--- src/rtl/cond_qualifier.sv ---
// Condition qualifier: synchronizes and debounces raw condition inputs and runs the
// arm/active/cooldown window FSM that feeds the logic_reduce output-select register.
module cond_qualifier #(
  parameter int DEBOUNCE = 4,
  parameter int WINDOW   = 8,
  parameter int COOLDOWN = 3
) (
  input  logic clk,
  input  logic rst,
  input  logic raw_critical,
  input  logic raw_cond1,
  input  logic raw_cond2,
  input  logic mode_sel,
  input  logic arm,
  input  logic abort,
  output logic critical,
  output logic additional_condition1,
  output logic additional_condition2,
  output logic non_critical,
  output logic window_active,
  output logic window_done
);

  localparam int DW   = $clog2(DEBOUNCE + 1);
  localparam int CMAX = (WINDOW > COOLDOWN) ? WINDOW : COOLDOWN;
  localparam int CW   = $clog2(CMAX + 1);

  localparam logic [DW-1:0] DB_LAST   = DW'(DEBOUNCE - 1);
  localparam logic [CW-1:0] WIN_LOAD  = CW'(WINDOW - 1);
  localparam logic [CW-1:0] COOL_LOAD = CW'(COOLDOWN - 1);

  typedef enum logic [3:0] {
    ST_IDLE     = 4'b0001,
    ST_ARMED    = 4'b0010,
    ST_ACTIVE   = 4'b0100,
    ST_COOLDOWN = 4'b1000
  } state_t;

  logic [2:0] raw_s;
  logic [2:0] sync1_r;
  logic [2:0] sync2_r;
  logic [2:0] filt_s;
  logic       crit_filt_s;

  assign raw_s = {raw_cond2, raw_cond1, raw_critical};

  // Two-flop synchronizer for every raw channel
  always_ff @(posedge clk or posedge rst) begin
    if (rst) begin
      sync1_r <= 3'b000;
      sync2_r <= 3'b000;
    end else begin
      sync1_r <= raw_s;
      sync2_r <= sync1_r;
    end
  end

  for (genvar g = 0; g < 3; g++) begin : g_db
    logic [DW-1:0] cnt_r;
    logic          filt_r;

    // Per-channel debounce: flip only after DEBOUNCE consecutive disagreeing samples
    always_ff @(posedge clk or posedge rst) begin
      if (rst) begin
        cnt_r  <= '0;
        filt_r <= 1'b0;
      end else if (sync2_r[g] == filt_r) begin
        cnt_r  <= '0;
        filt_r <= filt_r;
      end else if (cnt_r == DB_LAST) begin
        cnt_r  <= '0;
        filt_r <= ~filt_r;
      end else begin
        cnt_r  <= cnt_r + DW'(1);
        filt_r <= filt_r;
      end
    end

    assign filt_s[g] = filt_r;
  end

  assign crit_filt_s = filt_s[0];

  state_t        state_r, state_nx;
  logic [CW-1:0] cnt_r, cnt_nx;
  logic          mode_r, mode_nx;
  logic          done_r, done_nx;

  // Window FSM state, shared window/cooldown counter, latched mode and done pulse
  always_ff @(posedge clk or posedge rst) begin
    if (rst) begin
      state_r <= ST_IDLE;
      cnt_r   <= '0;
      mode_r  <= 1'b0;
      done_r  <= 1'b0;
    end else begin
      state_r <= state_nx;
      cnt_r   <= cnt_nx;
      mode_r  <= mode_nx;
      done_r  <= done_nx;
    end
  end

  // Next-state logic; abort overrides every transition including arm
  always_comb begin
    state_nx = state_r;
    cnt_nx   = cnt_r;
    mode_nx  = mode_r;
    done_nx  = 1'b0;
    if (abort) begin
      state_nx = ST_IDLE;
      cnt_nx   = '0;
    end else begin
      case (state_r)
        ST_IDLE: begin
          if (arm) begin
            state_nx = ST_ARMED;
            mode_nx  = mode_sel;
          end else begin
            state_nx = ST_IDLE;
          end
        end
        ST_ARMED: begin
          if (crit_filt_s) begin
            state_nx = ST_ACTIVE;
            cnt_nx   = WIN_LOAD;
          end else begin
            state_nx = ST_ARMED;
          end
        end
        ST_ACTIVE: begin
          // A critical drop beats a coincident window expiry: no done pulse
          if (!crit_filt_s) begin
            state_nx = ST_COOLDOWN;
            cnt_nx   = COOL_LOAD;
          end else if (cnt_r == '0) begin
            state_nx = ST_COOLDOWN;
            cnt_nx   = COOL_LOAD;
            done_nx  = 1'b1;
          end else begin
            cnt_nx   = cnt_r - CW'(1);
          end
        end
        ST_COOLDOWN: begin
          if (cnt_r == '0) begin
            state_nx = ST_IDLE;
          end else begin
            cnt_nx   = cnt_r - CW'(1);
          end
        end
        default: begin
          state_nx = ST_IDLE;
          cnt_nx   = '0;
        end
      endcase
    end
  end

  assign critical              = (state_r == ST_ACTIVE);
  assign non_critical          = (state_r == ST_ACTIVE) & mode_r;
  assign window_active         = (state_r == ST_ARMED) | (state_r == ST_ACTIVE);
  assign window_done           = done_r;
  assign additional_condition1 = filt_s[1];
  assign additional_condition2 = filt_s[2];

endmodule
--- config.mk ---
export PLATFORM = sky130hd
export DESIGN_NAME = cond_qualifier
export DESIGN_NICKNAME = d
export VERILOG_FILES = /design/src/rtl/cond_qualifier.sv
export SDC_FILE = /design/constraint.sdc
export NUM_CORES = 1
export LEC_CHECK = 0
export BUFFER_PORTS_ARGS = -buffer_cell sky130_fd_sc_hd__buf_2
export CAP_MARGIN = 20
export CORE_ASPECT_RATIO = 1.75
export CORE_MARGIN = 2
export CORE_UTILIZATION = 50
export DETAILED_ROUTE_END_ITERATION = 8
export PLACE_DENSITY = 0.71
export SLEW_MARGIN = 10
export SYNTH_ARGS = -nofsm -noshare
export SYNTH_HDL_FRONTEND = slang
export SYNTH_SLANG_ARGS = --single-unit
--- constraint.sdc ---
create_clock -name clk -period 3.14 [get_ports clk]
set_clock_uncertainty 0.15 [all_clocks]
set_input_delay 0.628 -clock clk [delete_from_list [all_inputs] [get_ports clk]]
set_output_delay 0.628 -clock clk [all_outputs]
set_load 0.01 [all_outputs]
Yosys cells after proc, flatten, opt, wreduce, memory -nomap -nowiden
Index checks and enable logic that the tools add are counted.
Widths: inputs -> output; s select.
Storage, ports and cells
  bits in registers: 28
  logic and storage cells: 70
Cells by class
  add/subtract/negate cells: 4
  reductions and logical operators: 7
  eq/ne operators: 15
  multiplexer cells: 23
  bitwise gates (word level): 9
Operator list (number)
  $mux 4: 9
  $pmux 4 s4: 2
  $mux 3: 7
  $add 3x1->3 const B: 3
  $eq 3x2->1 const B: 3
  $ne 3x3->1 const B: 3
  $reduce_and 2->1: 4
  $not 1->1: 7
  $reduce_and 3->1: 2
  $eq 4x1->1 const B: 1
  $eq 4x2->1 const B: 1
  $eq 4x3->1 const B: 1
  $eq 4x4->1 const B: 1
  $logic_not 4->1: 1
  $mux 1: 4
  $ne 4x3->1 const B: 1
  $sub 4x1->4 const B: 1
  $eq 1x1->1: 3
  $mux 2: 1
  $ne 2x2->1 const B: 1
  $and 1x1->1: 1
  $or 1x1->1: 1

Depth between registers and ports, before layout
Gate-level depths: netlist of the first run.
  depth in word-level cells: 5
  mapped depth: 7

Worst setup path after synthesis of the first run
Ideal clock, no wire load.
  path type: reg-to-output
  start: reg state_r[1]
  end: out non_critical
  stages on the path, launching flop included: 4
  path slack: 1117 ps
  data arrival time: 1245 ps
  required time: 2362 ps
  path buffers: 0
  cells stage by stage: dfrtp_1 > or4b_4 > clkinv_4 > and2_2
Between the ends
  longest elaborated chain between the ends: 2
RTL lines
  start, declared: line 84  | state_t state_r, state_nx;
  start signal, assigned: line 97  | state_r <= state_nx;
  $eq 4x3->1
  via critical: line 16  | output logic critical,
  $and 1x1->1: line 160  | assign non_critical = (state_r == ST_ACTIVE) & mode_r;
  end, declared: line 19  | output logic non_critical,
The timed path passes the listed nets, and every way through them passes these cells.

Worst setup path after layout of the first run
  start: reg state_r[3]
  end: out non_critical
Between the ends
  longest elaborated chain between the ends: 2
RTL lines (line)
  $eq 4x3->1: 160
  $and 1x1->1: 160
Every way passes these cells.

==> flow_summary_export.csv, run 1 <==
group,metric,value,unit
logic_synthesis,yosysMostFrequentCell,"dfrtp_1",
floorplanning,num_rows,25,
timing,tns,0,ns
detailed_routing,avgRoutedWirePerCell,14.7,microns
global_route,grt_usage,0.174,
logic_synthesis,yosysSeqAreaShare,0.508,
setup_path,reg2reg_slack,1.03,ns
cts,numCtsBuffers,3,
pwr,ir_drop,0.362,mV
placed_design,io_buffers,13,
floorplanning,dieArea,3220,sq um
logic_synthesis,yosys.area.top_type_share,0.489,
cts,clock-root-buffer,"clkbuf_8",
floorplanning,io_pins,14,
outcome,status,"complete, no violations",
placed_design,dp.final_hpwl,1740,microns
layout,area_growth,10.5,%
global_route,grt_pass1_vias,942,
setup_path,endpoint_kind,"primary output",
setup_path,cpPeakStageDelay,0.63,ns
cts,clkTransAtPathRegs,0.09,ns
setup_path,required,2.36,ns
setup_path,criticalPathCategory,"flip-flop to primary output",
floorplanning,die_x,43.7,microns
cts,clock_sinks,28,
cts,cts.hold.buffers_added,0,
placed_design,gp_congestion,0.869,
logic_synthesis,synthTopCellsByArea,"dfrtp_1 49%, ha_1 4.5%, nor3_1 3.6%",
timing,rsz0062_at_grt,"false",
cts,clockBufferDepth,2,
pwr,p_leak,0.000711,uW
detailed_routing,drt_pass1_iterations,4,
cts,ctsResizeCount,0,
timing,post-route-period-util,0.795,
floorplanning,core_area,2660,sq um
logic_synthesis,synth_largest_area_cell,"dfrtp_1",
layout,layout-drive-gt1-share,0.269,
timing,fmax,0.401,GHz
detailed_routing,drc,0,
logic_synthesis,netlist_area,1380,sq um
cts,cts_tree,"done",
setup_path,cp_max_fo,11,
logic_synthesis,synth_edf_count,0,
pwr,p_per_area,562,nW/um^2
logic_synthesis,synth_cell_type_count,42,
detailed_routing,finalWirelength,2310,microns
logic_synthesis,yosys_warnings,0,
timing,maxSlewHeadroom,0.512,
timing,setup_viol,0,
detailed_routing,vias,913,
logic_synthesis,synth_seq_cells,28,
global_route,grt_first_pass_wirelength,4080,microns
floorplanning,die_h,73.5,microns
logic_synthesis,synth-async-reset-ratio,1.00,
cts,htree_levels,1,
detailed_routing,vias_per_cell,5.82,
timing,maxSlewViolCount,0,
global_route,antenna_found_initial,0,
detailed_routing,drtIter0Drc,15,
setup_path,cp_slowest_cell,"or4b_4",
logic_synthesis,ys.flop_type,"dfrtp_1",
setup_path,cp-start-kind,"flip-flop",
run,max_cap_viol_count,0,
timing,min_period,2.50,ns
cts,clock_latency,0.27,ns
global_route,grt_remaining_overflow,0,
detailed_routing,antenna_left,0,
hold_path,hold_path.class,"input port to async pin",
pwr,power,858,uW
logic_synthesis,synthCells,117,
logic_synthesis,synth.net_count,130,
timing,finalHoldViolations,0,
logic_synthesis,avgSynthCellArea,11.8,sq um
setup_path,cp.arrival,1.72,ns
global_route,grt_max_degree,29,
layout,n_antenna_cell,0,
logic_synthesis,yosys-top-cells-count,"27 x dfrtp_1, 10 x nor3_1, 5 x ha_1, 5 x nor2b_1, 5 x nor3b_1",
timing,tightest_slew,0.723,ns
layout,nNetsFinal,144,
floorplanning,initial_core_util,0.520,
setup_path,worstPathCellList,"or4b_4 -> clkinv_4 -> and2_2 -> buf_2",
cts,cts_setup_buffers,0,
==> through the flow <==
stage                util  area [sq um]  cells  setup slack, ns  hold slack, ns
detailed placement  0.543          1440    152            0.946           0.186
floorplan               -          1380    117             1.12           0.181
CTS                 0.564          1500    156            0.635           0.208
finish              0.574          1530    157            0.644           0.163
global route        0.574          1530    157            0.590           0.189
global placement    0.543          1440    152            0.966           0.185
==> cell type report <==
type,instances,area (sq um)
clock buffer,4,55.1
inverter,5,23.8
multi-input combinational,79,619
tap,27,33.8
fill,237,1130
sequential,28,702
timing repair buffer,14,92.6
==> critical path: cells and delay by family (launching register included) <==
kind | cells | cell delay [ns]
buffers and inverters | 2 | 0.21
AND/OR/NAND/NOR | 2 | 0.76
flip-flops | 1 | 0.49
==> power by group <==
part           internal (uW)  switching, uW
Combinational           89.6           74.8
Sequential               421           56.8
Clock                    112            104
Total                    623            235
==> metal layers <==
metal,share of wire,global-route usage,wire length [microns]
met2,0.54,0.302,1250
met3,0.022,0.0295,50
met4,0.032,0.0976,73
met1,0.41,0.193,936
met5,0,0,0
==> path summary, 6_finish.rpt <==
kind	start	endpoint	cells after the start
worst max-delay path	state_r[3]$_DFFE_PP0P_	non_critical	4
worst min-delay path	rst	g_db[0].cnt_r[1]$_DFF_PP0_	2
worst max register to register	cnt_r[0]$_DFFE_PP0P_	cnt_r[0]$_DFFE_PP0P_	6
worst min register to register	sync1_r[2]$_DFF_PP0_	sync2_r[2]$_DFF_PP0_	0
max in group asynchronous	rst	state_r[0]$_DFFE_PP1P_	3
min in group clk	sync1_r[2]$_DFF_PP0_	sync2_r[2]$_DFF_PP0_	0
==> flip-flops by register name, indices dropped and copies added (netlist names) <==
name                   flops
additional_condition2      1
mode_r                     1
sync1_r                    3
cnt_r                      4
state_r                    4
g_db.cnt_r                 9
sync2_r                    3
window_done                1
crit_filt_s                1
additional_condition1      1
==> cell families (layout without fill, tap and decap cells) <==
| family | count (synthesis) | in the layout | share of synthesized area |
|---|---|---|---|
| simple gates | 49 | 49 | 0.250 |
| compound gates | 17 | 17 | 0.0951 |
| mux | 4 | 4 | 0.0326 |
| fa+ha+maj | 5 | 5 | 0.0453 |
| flops | 28 | 28 | 0.508 |
| buf+inv | 10 | 23 | 0.0435 |
| xor+xnor | 4 | 4 | 0.0254 |
==> cells in the final DEF, fill, tap and decap left out, types with 2 or more instances in the layout <==
master | netlist | final
nand3_1 | 2 | 2
dfrtp_1 | 27 | 27
nor3b_1 | 5 | 5
inv_1 | 4 | 4
ha_1 | 5 | 5
o21ai_0 | 3 | 3
nor4_1 | 3 | 3
buf_2 | 2 | 13
nor3_1 | 10 | 10
mux2_2 | 4 | 4
clkbuf_8 | 0 | 4
a211o_1 | 3 | 3
xnor2_1 | 3 | 3
nor4b_2 | 2 | 2
and2b_1 | 2 | 2
nor2b_1 | 5 | 5
a21oi_1 | 4 | 4
nor2_1 | 3 | 3
or4b_4 | 2 | 2
nand2b_1 | 3 | 3
nand2_1 | 2 | 2
(Power assumes the default switching activity.)
==> inputs of run 2 (changes only) <==
clock period = 2.5 ns   (was 3.14 ns; I/O delays follow)
==> flow_summary_export.csv, run 2 (synthesis gave the netlist of run 1 again) <==
group,metric,value,unit
detailed_routing,drtIter0Drc,25,
pwr,net-switching-power,299,uW
timing,fmax,0.417,GHz
timing,tightest_slew,0.677,ns
layout,layout-drive-gt1-share,0.269,
cts,clockBufferDepth,2,
floorplanning,initial_core_util,0.520,
cts,cts.hold.buffers_added,0,
layout,nNetsFinal,144,
floorplanning,io_pins,14,
timing,setup_viol,0,
global_route,grt_remaining_overflow,0,
detailed_routing,vias_per_cell,6.13,
setup_path,worstPathCellList,"or4b_4 -> clkinv_4 -> and2_2 -> buf_2",
timing,hold-worst-slack,0.0766,ns
timing,setup_slack,0.0996,ns
global_route,grt_usage,0.167,
cts,htree_levels,1,
timing,min_period,2.40,ns
cts,cts_tree,"done",
pwr,p_leak,0.000703,uW
global_route,grt_first_pass_wirelength,4040,microns
setup_path,cp_slowest_cell,"or4b_4",
setup_path,endpoint_kind,"primary output",
timing,maxSlewViolCount,0,
placed_design,gp_congestion,0.927,
pwr,power.share.sequential,0.558,
floorplanning,dieArea,3220,sq um
setup_path,required,1.85,ns
pwr,combPwrFrac,0.191,
cts,ctsResizeCount,0,
pwr,p_per_area,716,nW/um^2
cts,clock_sinks,28,
floorplanning,num_rows,25,
outcome,status,"complete, no violations",
timing,tns,0,ns
detailed_routing,finalWirelength,2400,microns
layout,area_growth,9.06,%
layout,largest_reg_flops,9,
pwr,swShare,0.277,
detailed_routing,avgRoutedWirePerCell,15.3,microns
floorplanning,die_x,43.7,microns
setup_path,path_depth,4,
timing,post-route-period-util,0.960,
detailed_routing,drc,0,
pwr,ir_drop,0.429,mV
global_route,antenna_found_initial,0,
layout,regMostFlops,"g_db.cnt_r",
run,max_cap_viol_count,0,
cts,clkTransAtPathRegs,0.09,ns
placed_design,dp.final_hpwl,1880,microns
cts,clock_latency,0.27,ns
hold_path,hold_path.class,"input port to async pin",
layout,n_antenna_cell,0,
setup_path,cp_max_fo,11,
layout,layout_common_cells,"27 x dfrtp_1, 13 x buf_2, 10 x nor3_1",
cts,cts_setup_buffers,0,
setup_path,worst-path-buf-inv,2,
detailed_routing,drt_pass1_iterations,4,
layout,reg.largest.list,"g_db.cnt_r x9, cnt_r x4, state_r x4",
setup_path,cp.arrival,1.75,ns
setup_path,cpLargestDelayFamily,"simple AND/OR/NAND/NOR gates",
timing,rsz0062_at_grt,"false",
setup_path,cp-start-kind,"flip-flop",
setup_path,criticalPathCategory,"flip-flop to primary output",
floorplanning,die_h,73.5,microns
detailed_routing,vias,962,
detailed_routing,antenna_left,0,
pwr,power.internal,779,uW
detailed_routing,met3WireLength,56,microns
floorplanning,core_area,2660,sq um
pwr,p_clk_frac,0.251,
placed_design,pre_cts_slack,0.420,ns
detailed_routing,met2_length,1400,microns
cts,clock-root-buffer,"clkbuf_8",
setup_path,r2r.worst_path.cells,6,
placed_design,io_buffers,13,
global_route,grt_max_degree,17,
cts,numCtsBuffers,3,
setup_path,cpPeakStageDelay,0.63,ns
timing,finalHoldViolations,0,
detailed_routing,top_layer_used,"met4",
global_route,grt_pass1_vias,942,
detailed_routing,wl_met1,909,microns
layout,final_common_cell,"dfrtp_1",
timing,maxSlewHeadroom,0.548,
[run 2: layout make-up]
class                   count  area [sq um]
flip-flops and latches     28           702
repair buffers             14          72.6
multi-input cells          79           619
well taps                  27          33.8
inverters                   5          23.8
fillers                   226          1150
clock buffers               4          55.1
[run 2: power groups by stage]
stage | logic, uW | registers (uW) | clock network (uW)
after floorplan | 190 | 582 | 0
after detailed placement | 213 | 612 | 0
after global routing | 242 | 610 | 296
after CTS | 214 | 603 | 284
after global placement | 202 | 604 | 0
final | 206 | 602 | 270
[run 2: per-layer routing]
| layer | track usage | up-vias |
|---|---|---|
| met2 | 0.304 | 18 |
| met4 | 0.0808 | 0 |
| met1 | 0.184 | 488 |
| li1 | - | 452 |
| met5 | 0 | - |
| met3 | 0.0221 | 4 |
[run 2: final timing paths]
check | to | start | slack (ns)
setup / recovery | non_critical | state_r[3]$_DFFE_PP0P_ | 0.1
hold / removal | cnt_r[0]$_DFFE_PP0P_ | rst | 0.08
setup reg to reg | cnt_r[0]$_DFFE_PP0P_ | cnt_r[0]$_DFFE_PP0P_ | 0.45
hold reg to reg | sync2_r[1]$_DFF_PP0_ | sync1_r[1]$_DFF_PP0_ | 0.21
max in group asynchronous | g_db[1].cnt_r[0]$_DFF_PP0_ | rst | 1.53
min in group clk | sync1_r[2]$_DFF_PP0_ | raw_cond2 | 0.18
[run 2: stage by stage]
step	util	cells	power, uW	instance area [sq um]
floorplan	-	117	773	1380
finish	0.567	157	1080	1510
global placement	0.546	153	806	1450
detailed placement	0.546	153	825	1450
CTS	0.567	157	1100	1510
global route	0.567	157	1150	1510
==> inputs of run 3 (changes only) <==
MAX_ROUTING_LAYER = met4   (was not set)
clock period = 2.95 ns   (was 2.5 ns; I/O delays follow)
==> flow_summary_export.csv, run 3 (synthesis gave the netlist of run 1 again) <==
group,metric,value,unit
floorplanning,num_rows,25,
layout,fin_util,0.567,
floorplanning,core_area,2660,sq um
detailed_routing,finalWirelength,2300,microns
placed_design,io_buffers,13,
run,max_cap_viol_count,0,
cts,clockBufferDepth,2,
layout,n_antenna_cell,0,
placed_design,gp_congestion,0.901,
pwr,net-switching-power,257,uW
timing,fmax,0.404,GHz
timing,rsz0062_at_grt,"false",
layout,layout_common_cells,"27 x dfrtp_1, 13 x buf_2, 10 x nor3_1",
layout,fillerInstances,238,
global_route,grt_max_degree,29,
layout,regMostFlops,"g_db.cnt_r",
floorplanning,dieArea,3220,sq um
pwr,combPwrFrac,0.190,
outcome,status,"complete, no violations",
setup_path,cp.arrival,1.73,ns
timing,setup_viol,0,
timing,hold-worst-slack,0.203,ns
pwr,swShare,0.280,
global_route,grt_remaining_overflow,0,
detailed_routing,drtIter0Drc,35,
detailed_routing,drc,0,
cts,clock_sinks,28,
setup_path,endpoint_kind,"primary output",
setup_path,cp_slowest_cell,"or4b_4",
global_route,grt_pass1_vias,967,
timing,finalHoldViolations,0,
cts,cts_tree,"done",
layout,area_growth,9.06,%
layout,largest_reg_flops,9,
timing,maxSlewHeadroom,0.557,
floorplanning,die_h,73.5,microns
pwr,ir_drop,0.264,mV
timing,maxSlewViolCount,0,
detailed_routing,avgRoutedWirePerCell,14.6,microns
cts,clock-root-buffer,"clkbuf_8",
cts,cts.hold.buffers_added,0,
cts,numCtsBuffers,3,
layout,nNetsFinal,144,
layout,final_common_cell,"dfrtp_1",
timing,min_period,2.47,ns
cts,clkTransAtPathRegs,0.09,ns
cts,ctsResizeCount,0,
placed_design,dp.final_hpwl,1750,microns
pwr,power.internal,661,uW
global_route,grt_first_pass_wirelength,4130,microns
pwr,p_leak,0.000703,uW
detailed_routing,vias,925,
global_route,grt_usage,0.176,
setup_path,cp_max_fo,11,
setup_path,cpPeakStageDelay,0.63,ns
setup_path,cp-start-kind,"flip-flop",
pwr,power.share.sequential,0.554,
pwr,p_per_area,609,nW/um^2
layout,reg.largest.list,"g_db.cnt_r x9, cnt_r x4, state_r x4",
cts,cts_setup_buffers,0,
cts,clock_latency,0.27,ns
timing,tightest_slew,0.663,ns
pwr,p_clk_frac,0.256,
setup_path,worstPathCellList,"or4b_4 -> clkinv_4 -> and2_2 -> buf_2",
detailed_routing,vias_per_cell,5.89,
floorplanning,die_x,43.7,microns
floorplanning,io_pins,14,
detailed_routing,antenna_left,0,
layout,layout-drive-gt1-share,0.269,
timing,tns,0,ns
cts,htree_levels,1,
floorplanning,initial_core_util,0.520,
setup_path,criticalPathCategory,"flip-flop to primary output",
setup_path,required,2.21,ns
detailed_routing,drt_pass1_iterations,4,
global_route,antenna_found_initial,0,
timing,post-route-period-util,0.838,
hold_path,hold_path.class,"input port to async pin",
==> run 3: power by group through the flow <==
stage	registers (uW)	logic [uW]	clock network [uW]
finish	508	174	235
global route	518	202	258
CTS	508	180	242
detailed placement	516	180	0
global placement	512	172	0
floorplan	493	161	0
==> run 3: stage by stage <==
stage / std cells / cell area (sq um) / total power [uW] / worst slack [ns]
5_1_grt: 157 / 1510 / 978 / 0.406
3_3_place_gp: 153 / 1450 / 683 / 0.813
6_report: 157 / 1510 / 917 / 0.477
2_1_floorplan: 117 / 1380 / 655 / 0.965
4_1_cts: 157 / 1510 / 931 / 0.472
3_5_place_dp: 153 / 1450 / 696 / 0.784
==> run 3: worst max-delay path, delay by kind of cell (launching register included) <==
family	cells	cell delay (ns)
buf+inv	2	0.21
flops	1	0.50
simple gates	2	0.76
==> run 3: worst paths after layout <==
check,from,to,depth (start not counted),slack (ns)
setup / recovery,state_r[3]$_DFFE_PP0P_,non_critical,4,0.48
hold / removal,rst,sync2_r[1]$_DFF_PP0_,3,0.20
setup reg to reg,cnt_r[0]$_DFFE_PP0P_,cnt_r[0]$_DFFE_PP0P_,6,0.89
hold reg to reg,sync1_r[1]$_DFF_PP0_,sync2_r[1]$_DFF_PP0_,0,0.21
max in group asynchronous,rst,state_r[0]$_DFFE_PP1P_,3,2.14
min in group clk,sync1_r[1]$_DFF_PP0_,sync2_r[1]$_DFF_PP0_,0,0.21
==> run 3: metal layers <==
metal | vias up | part of all wire | global-route usage | wire (microns)
met5 | - | 0 | - | 0
met2 | 14 | 0.58 | 0.294 | 1320
li1 | 449 | - | - | -
met1 | 457 | 0.39 | 0.194 | 887
met3 | 5 | 0.018 | 0.0344 | 41
met4 | 0 | 0.020 | 0.0875 | 47
==> run 3: layout make-up <==
| type | count | area [sq um] | area share |
|---|---|---|---|
| Tap cell | 27 | 33.8 | 0.0224 |
| Inverter | 5 | 23.8 | 0.0158 |
| Clock buffer | 4 | 55.1 | 0.0365 |
| Timing Repair Buffer | 14 | 72.6 | 0.0482 |
| Multi-Input combinational cell | 79 | 619 | 0.411 |
| Sequential cell | 28 | 702 | 0.466 |
